### config.mk
export PLATFORM = sky130hd
export DESIGN_NAME = fifo_wr_arbiter
export DESIGN_NICKNAME = d
export VERILOG_FILES = /design/src/rtl/fifo_pkg.sv /design/src/rtl/fifo_wr_arbiter_rr_pick.sv /design/src/rtl/fifo_wr_arbiter.sv
export SDC_FILE = /design/constraint.sdc
export NUM_CORES = 1
export LEC_CHECK = 0
export CAP_MARGIN = 15
export CORE_UTILIZATION = 35
export DETAILED_ROUTE_END_ITERATION = 6
export PLACE_DENSITY = 0.89
export SETUP_SLACK_MARGIN = 0.2
export SLEW_MARGIN = 0
export SYNTH_ARGS = -nofsm -noshare
export SYNTH_HDL_FRONTEND = slang
export SYNTH_SLANG_ARGS = --single-unit
### constraint.sdc
create_clock -name clk -period 2.3 [get_ports clk]
set_input_delay 0.23 -clock clk [delete_from_list [all_inputs] [get_ports clk]]
set_output_delay 0.23 -clock clk [all_outputs]
set_load 0.05 [all_outputs]
### src/rtl/fifo_pkg.sv
// Shared types and limits for the FIFO write arbiter.
package fifo_pkg;

  localparam int unsigned MAX_BURST_MIN = 1;
  localparam int unsigned MAX_BURST_MAX = 15;
  localparam int unsigned BEAT_W        = 4;

  typedef enum logic {
    ST_IDLE  = 1'b0,
    ST_BURST = 1'b1
  } arb_state_e;

  // Keeps an out-of-range burst length from making the beat compare unreachable.
  function automatic int unsigned clamp_burst(input int unsigned b);
    if (b < MAX_BURST_MIN) return MAX_BURST_MIN;
    if (b > MAX_BURST_MAX) return MAX_BURST_MAX;
    return b;
  endfunction

endpackage

### src/rtl/fifo_wr_arbiter_rr_pick.sv
// Combinational round-robin selector: first set request after i_last, wrapping.
module rr_pick
  import fifo_pkg::*;
#(
  parameter int N_REQ = 4,
  parameter int IW    = $clog2(N_REQ)
) (
  input  logic [N_REQ-1:0] i_req,
  input  logic [IW-1:0]    i_last,
  output logic             o_vld,
  output logic [IW-1:0]    o_idx
);

  logic [IW-1:0] w_cidx;

  // Walk the requesters starting one past the last grantee; the first hit wins.
  always_comb begin
    o_vld  = 1'b0;
    o_idx  = '0;
    w_cidx = '0;
    for (int k = 1; k <= N_REQ; k++) begin
      w_cidx = IW'((int'(i_last) + k) % N_REQ);
      if (!o_vld && i_req[w_cidx]) begin
        o_vld = 1'b1;
        o_idx = w_cidx;
      end
    end
  end

endmodule

### src/rtl/fifo_wr_arbiter.sv
// Round-robin write arbiter: grants one requester at a time a burst of up to
// MAX_BURST words into a FIFO. The burst ends early when the owner drops req;
// a full FIFO only stalls the burst.
//
// state | meaning
// IDLE  | no grant held; arbitrate among pending requests
// BURST | owner holds the FIFO write port until limit or req drop
module fifo_wr_arbiter
  import fifo_pkg::*;
#(
  parameter int  N_REQ     = 4,
  parameter int  MAX_BURST = 4,
  parameter type dat_t     = logic [7:0]
) (
  input  logic                     clk,
  input  logic                     rst,
  input  logic [N_REQ-1:0]         req,
  input  dat_t                     req_data [N_REQ],
  output logic [N_REQ-1:0]         ack,
  output dat_t                     fifo_wdata,
  output logic                     fifo_wput,
  input  logic                     fifo_wrdy,
  output logic                     busy,
  output logic [$clog2(N_REQ)-1:0] owner
);

  localparam int OW = $clog2(N_REQ);
  localparam logic [BEAT_W-1:0] BEAT_LAST =
    BEAT_W'(clamp_burst(int'(MAX_BURST)) - 1);

  arb_state_e        r_state, w_state_nxt;
  logic [BEAT_W-1:0] r_beat, w_beat_nxt;
  logic [OW-1:0]     r_owner, w_owner_nxt;
  logic [OW-1:0]     r_last_owner, w_last_nxt;
  logic              w_pick_vld;
  logic [OW-1:0]     w_pick_idx;
  logic              w_put;

  rr_pick #(
    .N_REQ (N_REQ),
    .IW    (OW)
  ) u_rr_pick (
    .i_req  (req),
    .i_last (r_last_owner),
    .o_vld  (w_pick_vld),
    .o_idx  (w_pick_idx)
  );

  // A write happens only for the owner, only with FIFO room, and never while
  // reset is asserted so a mid-burst reset cannot sneak out a final word.
  assign w_put      = (r_state == ST_BURST) && req[r_owner] && fifo_wrdy && !rst;
  assign fifo_wput  = w_put;
  assign fifo_wdata = req_data[r_owner];
  assign busy       = (r_state == ST_BURST) && !rst;
  assign owner      = r_owner;

  // One-hot acknowledge mirrors the write strobe on the owner's lane.
  always_comb begin
    ack = '0;
    if (w_put) ack[r_owner] = 1'b1;
  end

  // Next-state: grant in IDLE, count beats and decide burst exit in BURST.
  always_comb begin
    w_state_nxt = r_state;
    w_beat_nxt  = r_beat;
    w_owner_nxt = r_owner;
    w_last_nxt  = r_last_owner;
    case (r_state)
      ST_IDLE: begin
        if (w_pick_vld) begin
          w_owner_nxt = w_pick_idx;
          w_beat_nxt  = '0;
          w_state_nxt = ST_BURST;
        end
      end
      ST_BURST: begin
        if (!req[r_owner]) begin
          w_state_nxt = ST_IDLE;
          w_last_nxt  = r_owner;
        end else if (w_put) begin
          w_beat_nxt = r_beat + 1'b1;
          if (r_beat == BEAT_LAST) begin
            w_state_nxt = ST_IDLE;
            w_last_nxt  = r_owner;
          end
        end
      end
      default: w_state_nxt = ST_IDLE;
    endcase
  end

  // State registers; reset leaves requester 0 with first priority.
  always_ff @(posedge clk) begin
    if (rst) begin
      r_state      <= ST_IDLE;
      r_beat       <= '0;
      r_owner      <= '0;
      r_last_owner <= OW'(N_REQ - 1);
    end else begin
      r_state      <= w_state_nxt;
      r_beat       <= w_beat_nxt;
      r_owner      <= w_owner_nxt;
      r_last_owner <= w_last_nxt;
    end
  end

endmodule

# == After elaboration in Yosys (flattened, before gate mapping) ==
# Cells that the tools add are included.
# word_totals
regBits,9
latchBits,0
ramBits,0
rom_bits,0
input_bits,39
output_inout_bits,16
elab_cells,75
mem_count,0
# op_classes
n_addsub,5
multipliers,0
div,0
order_cmp,7
n_eq_ne,6
n_shift,0
muxes,36
bitwise,2
reduce_logical,15
# op_table
op,count
$bmux W8 S2,1
$mux W4,4
$mux W8,2
$lt A2 B3 Y1 const B,5
$mux W1,14
$mux W2,7
$bmux W1 S2,5
$logic_and A1 B1 Y1,8
$pmux W4 S2,1
$ne A2 B1 Y1 const B,3
$reduce_and A3 Y1,2
$add A2 B1 Y2 const B,2
$add A2 B2 Y2 const B,2
$add A4 B1 Y4 const B,1
$eq A4 B2 Y1 const B,1
$logic_not A1 Y1,4
$ne A2 B2 Y1 const B,2
$ge A3 B3 Y1 const B,1
$not A2 Y3,1
$demux W1 S2,1
$ge A2 B1 Y1 const B,1
$pmux W1 S2,1
$reduce_and A2 Y1,1
$not A1 Y1,1

# == Depth between registers and ports, before layout ==
# logic_depth
ltp_word,15
depth_mapped,6
depth_no_buf,4

# == Modules after synthesis ==
# From an unflattened synthesis, not the netlist that was laid out.
# unflattened
cells_unflattened,81
hier_area_um2,774.5
# by_module_without_submodules
module,n_inst,cells_each,area_per_inst_um2,seq_area_each_um2
fifo_wr_arbiter,1,67,683.2,180.2
rr_pick,1,14,91.3,0.0

# == Least setup slack after synthesis ==
# Ideal clock, no wire load.
# synth_path
path_type,register to output
from,reg r_state
to,out ack[0]
arrival_time_ns,2.857
required_ns,2.070
slack_ns,-0.787
stages_incl_launch_ff,5
path_buffers,0
path_cell_list,dfxtp_1 > inv_1 > nor2_1 > nand2_1 > nor4_1
# synth_via
elab_chain_cells,4
# synth_rtl
item,line,text
start: declaration,fifo_wr_arbiter.sv:31,"arb_state_e r_state, w_state_nxt;"
start signal: assignment,fifo_wr_arbiter.sv:101,r_state <= w_state_nxt;
$logic_and A1 B1 Y1 (3 in a row),fifo_wr_arbiter.sv:51,assign w_put = (r_state == ST_BURST) && req[r_owner] && fifo_wrdy && !rst;
$mux W4,fifo_wr_arbiter.sv:60,if (w_put) ack[r_owner] = 1'b1;
end: declaration,fifo_wr_arbiter.sv:19,"output logic [N_REQ-1:0] ack,"
# No other way between the ends.

# == Worst setup path after layout ==
# layout_path
from,in req[3]
to,out fifo_wput
# layout_via
elab_chain_cells,5
# layout_rtl
item,line,text
start: declaration,fifo_wr_arbiter.sv:17,"input logic [N_REQ-1:0] req,"
$bmux W1 S2,fifo_wr_arbiter.sv:51,
$mux W1 (implied by the code),fifo_wr_arbiter.sv:51,
$logic_and A1 B1 Y1 (3 in a row),fifo_wr_arbiter.sv:51,
end: declaration,fifo_wr_arbiter.sv:21,"output logic fifo_wput,"
# No other way between the ends. The select of a mux whose other input is x is not followed.

==> metrics.md <==
| Metric | Value |
|---|---|
| Status | `finished clean` |
| Largest stage delay, worst path | `0.57 ns` |
| Initial Util | `0.3693` |
| Pins Over Slew Limit | `0` |
| Fin crit share | `0.8551` |
| Top cell type's share of synthesized area | `0.2205` |
| Worst Reg-to-Reg Cells | `4` |
| Hold Buf Count CTS | `0` |
| RSZ-0062 raised after global routing | `false` |
| Filler instances | `167` |
| Asr flop ratio synth | `0` |
| Skew-Pair Late Insertion Delay | `0.27 ns` |
| WHS Path Cells | `2` |
| Area leader, netlist | `dfxtp_1` |
| Area grow syn2layout | `77.64%` |
| Startpoint Class | `primary input` |
| Vias in the first global route | `1019` |
| Relative slew slack | `0.6755` |
| Maximum fanout along the worst path | `9` |
| Die H | `50.32 um` |
| Top cells by area, synth | `dfxtp_1 (22%), mux4_2 (17%), mux4_1 (9.6%), nor2_1 (4.1%), o21ai_0 (3.7%)` |
| Routed vias/inst | `5.860` |
| First-iteration detailed-routing DRC count | `50` |
| Flop2flop setup slack | `0.56 ns` |
| Fmax | `508.5 MHz` |
| CP Buf/Inv Count | `2` |
| Period minus WS final | `1.967 ns` |
| Main synth FF type | `dfxtp_1` |
| Core Box Area | `2212 um2` |
| Clk sink count | `9` |
| Total power | `0.6775 mW` |
| Largest net degree at the start of global routing | `15` |
| Dpl cells | `167` |
| FF+latch count, synth | `9` |
| Clock root cell | `clkbuf_4` |
| Clock Path Buffers | `2` |
| VDD IR max | `317.5 uV` |
| Worst-Margin Slew | `0.4852 ns` |
| Die area | `2532 um2` |
| Post-synthesis instance area | `817.0 um2` |
| CTS tree | `done` |
| RePlAce Congestion | `0.7811` |
| Cell family with most CP delay | `buffers and inverters` |
| Post-synth EDFFs | `0` |
| Hold Vio Cnt, Final | `0` |
| DRC violation count after routing | `0` |
| GRT Util Overall | `0.2486` |
| Vias | `1002` |
| Setup tns final | `0 ns` |
| Reg2Reg Capture Point | `r_beat[2]` |
| # diodes | `0` |
| Static Leakage | `0.5781 nW` |
| Synthesis warning total | `0` |
| Share of cells above drive strength 1 | `0.2448` |
| Num rows | `17` |
| Antenna-violating nets left | `0` |
| Min-delay src | `r_beat[2]` |
| Critical Path RT | `2.07 ns` |
| Commonest cells after routing, fill and taps aside | `clkdlybuf4s50_1 (39), buf_4 (15), dfxtp_1 (9), nor2_1 (8)` |
| Worst Path Arrival | `1.74 ns` |
| Min-Delay Path Class | `reg2reg` |
| GRT Residual Overflow | `0` |
| Port bufs | `54` |
| Post-Syn Nets | `128` |
| CP max-delay cell | `mux4_2` |
| Yosys cell types | `38` |
| Nets | `184` |
| Initial antenna violation count | `0` |
| Worst Hold Path EP | `r_beat[2]` |
| Routed length per instance | `17.05 um` |
| Fin cells | `171` |
| Clk slew on worst S/H paths | `0.06 ns` |
| CTS Buf Count | `3` |
| Resized cells post-CTS | `0` |
| Share of the yosys chip area belonging to registers | `0.2205` |
| Crit Path Class | `in2out` |
| Cells along the critical path | `clkdlybuf4s50_1 -> mux4_2 -> and2_4 -> buf_4` |
| Setup violators final | `0` |
| CP Capture Type | `primary output` |
| Post-CTS setup buffers | `0` |
| Router iterations before antenna repair | `6` |
| First-pass GRT wire length | `4705 um` |
| Cell count after synthesis | `88` |
| Routed Wire Length | `2916 um` |
| Die Width | `50.32 um` |
| Mapped Avg Cell Area | `9.284 um2` |
| Reg2Reg Launch Point | `owner[0]` |
| Max Cap Viol | `0` |
| Number of top-level pins | `55` |
| Final HPWL DP | `2401 um` |
| Pwr Density | `466.8 nW/um2` |
| Setup Skew | `0.001670 ns` |
| Minimum hold slack | `0.5302 ns` |
| H-Tree Depth | `1` |
| Most common cell after layout, fill and taps aside | `clkdlybuf4s50_1` |
cell usage after synthesis (3+ instances only):
master / n
nor3_1: 3
nor2_1: 9
mux4_1: 3
o21ai_0: 6
mux4_2: 6
nand2_1: 6
inv_1: 5
a21oi_1: 4
dfxtp_1: 9
registers in the layout, indices dropped and copies added (netlist names):
register	count
r_state	1
owner	2
r_beat	4
r_last_owner	2
cell type report:
cell class | count | area [um2] | area share
multi-input combinational | 67 | 608.1 | 0.4190
inverter | 5 | 18.77 | 0.01293
clock buffer | 4 | 26.28 | 0.01810
timing repair buffer | 58 | 583.1 | 0.4017
tap | 28 | 35.03 | 0.02414
sequential | 9 | 180.2 | 0.1241
power breakdown:
group          internal, mW  total, mW  switching (mW)
Sequential            0.166      0.180          0.0139
Combinational         0.169      0.369           0.200
Clock                0.0673      0.128          0.0611
worst min-delay path: cells and delay by family, from the launching register on:
family	cells	cell delay (ns)
flops	1	0.34
simple gates	1	0.05
compound gates	1	0.09
layer usage:
layer / track usage / vias up / routed length, um
li1: - / 453 / -
met1: 0.2580 / 465 / 1075
met2: 0.4778 / 72 / 1507
met3: 0.05152 / 12 / 238
met4: 0.09722 / 0 / 96
met5: 0 / - / 0
cell families after synthesis:
logic type / share of synthesized area
compound gates: 0.1792
fa+ha+maj: 0.01531
buf+inv: 0.07656
mux: 0.3047
flops: 0.2205
simple gates: 0.2037
stage by stage:
stage                     instance area, um2  setup WS [ns]  utilization
final                                   1451         0.3333       0.6561
after global routing                    1451         0.3000       0.6561
after CTS                               1451         0.3594       0.6561
after detailed placement                1425         0.1820       0.6442
after global placement                  1425         0.2829       0.6442
after floorplan                        850.8         0.1822            -
how the worst max path moves through the flow:
stage / startpoint / endpoint / slack (ns) / depth (start not counted)
after global routing: req[3] / fifo_wput / 0.30 / 4
after floorplan: r_state / ack[1] / 0.18 / 4
after detailed placement: req[3] / r_beat[2] / 0.18 / 5
final: req[3] / fifo_wput / 0.33 / 4
after global placement: req[3] / r_beat[3] / 0.28 / 5
after CTS: req[3] / fifo_wput / 0.36 / 4
No activity file was read; power rests on OpenSTA's default activity.
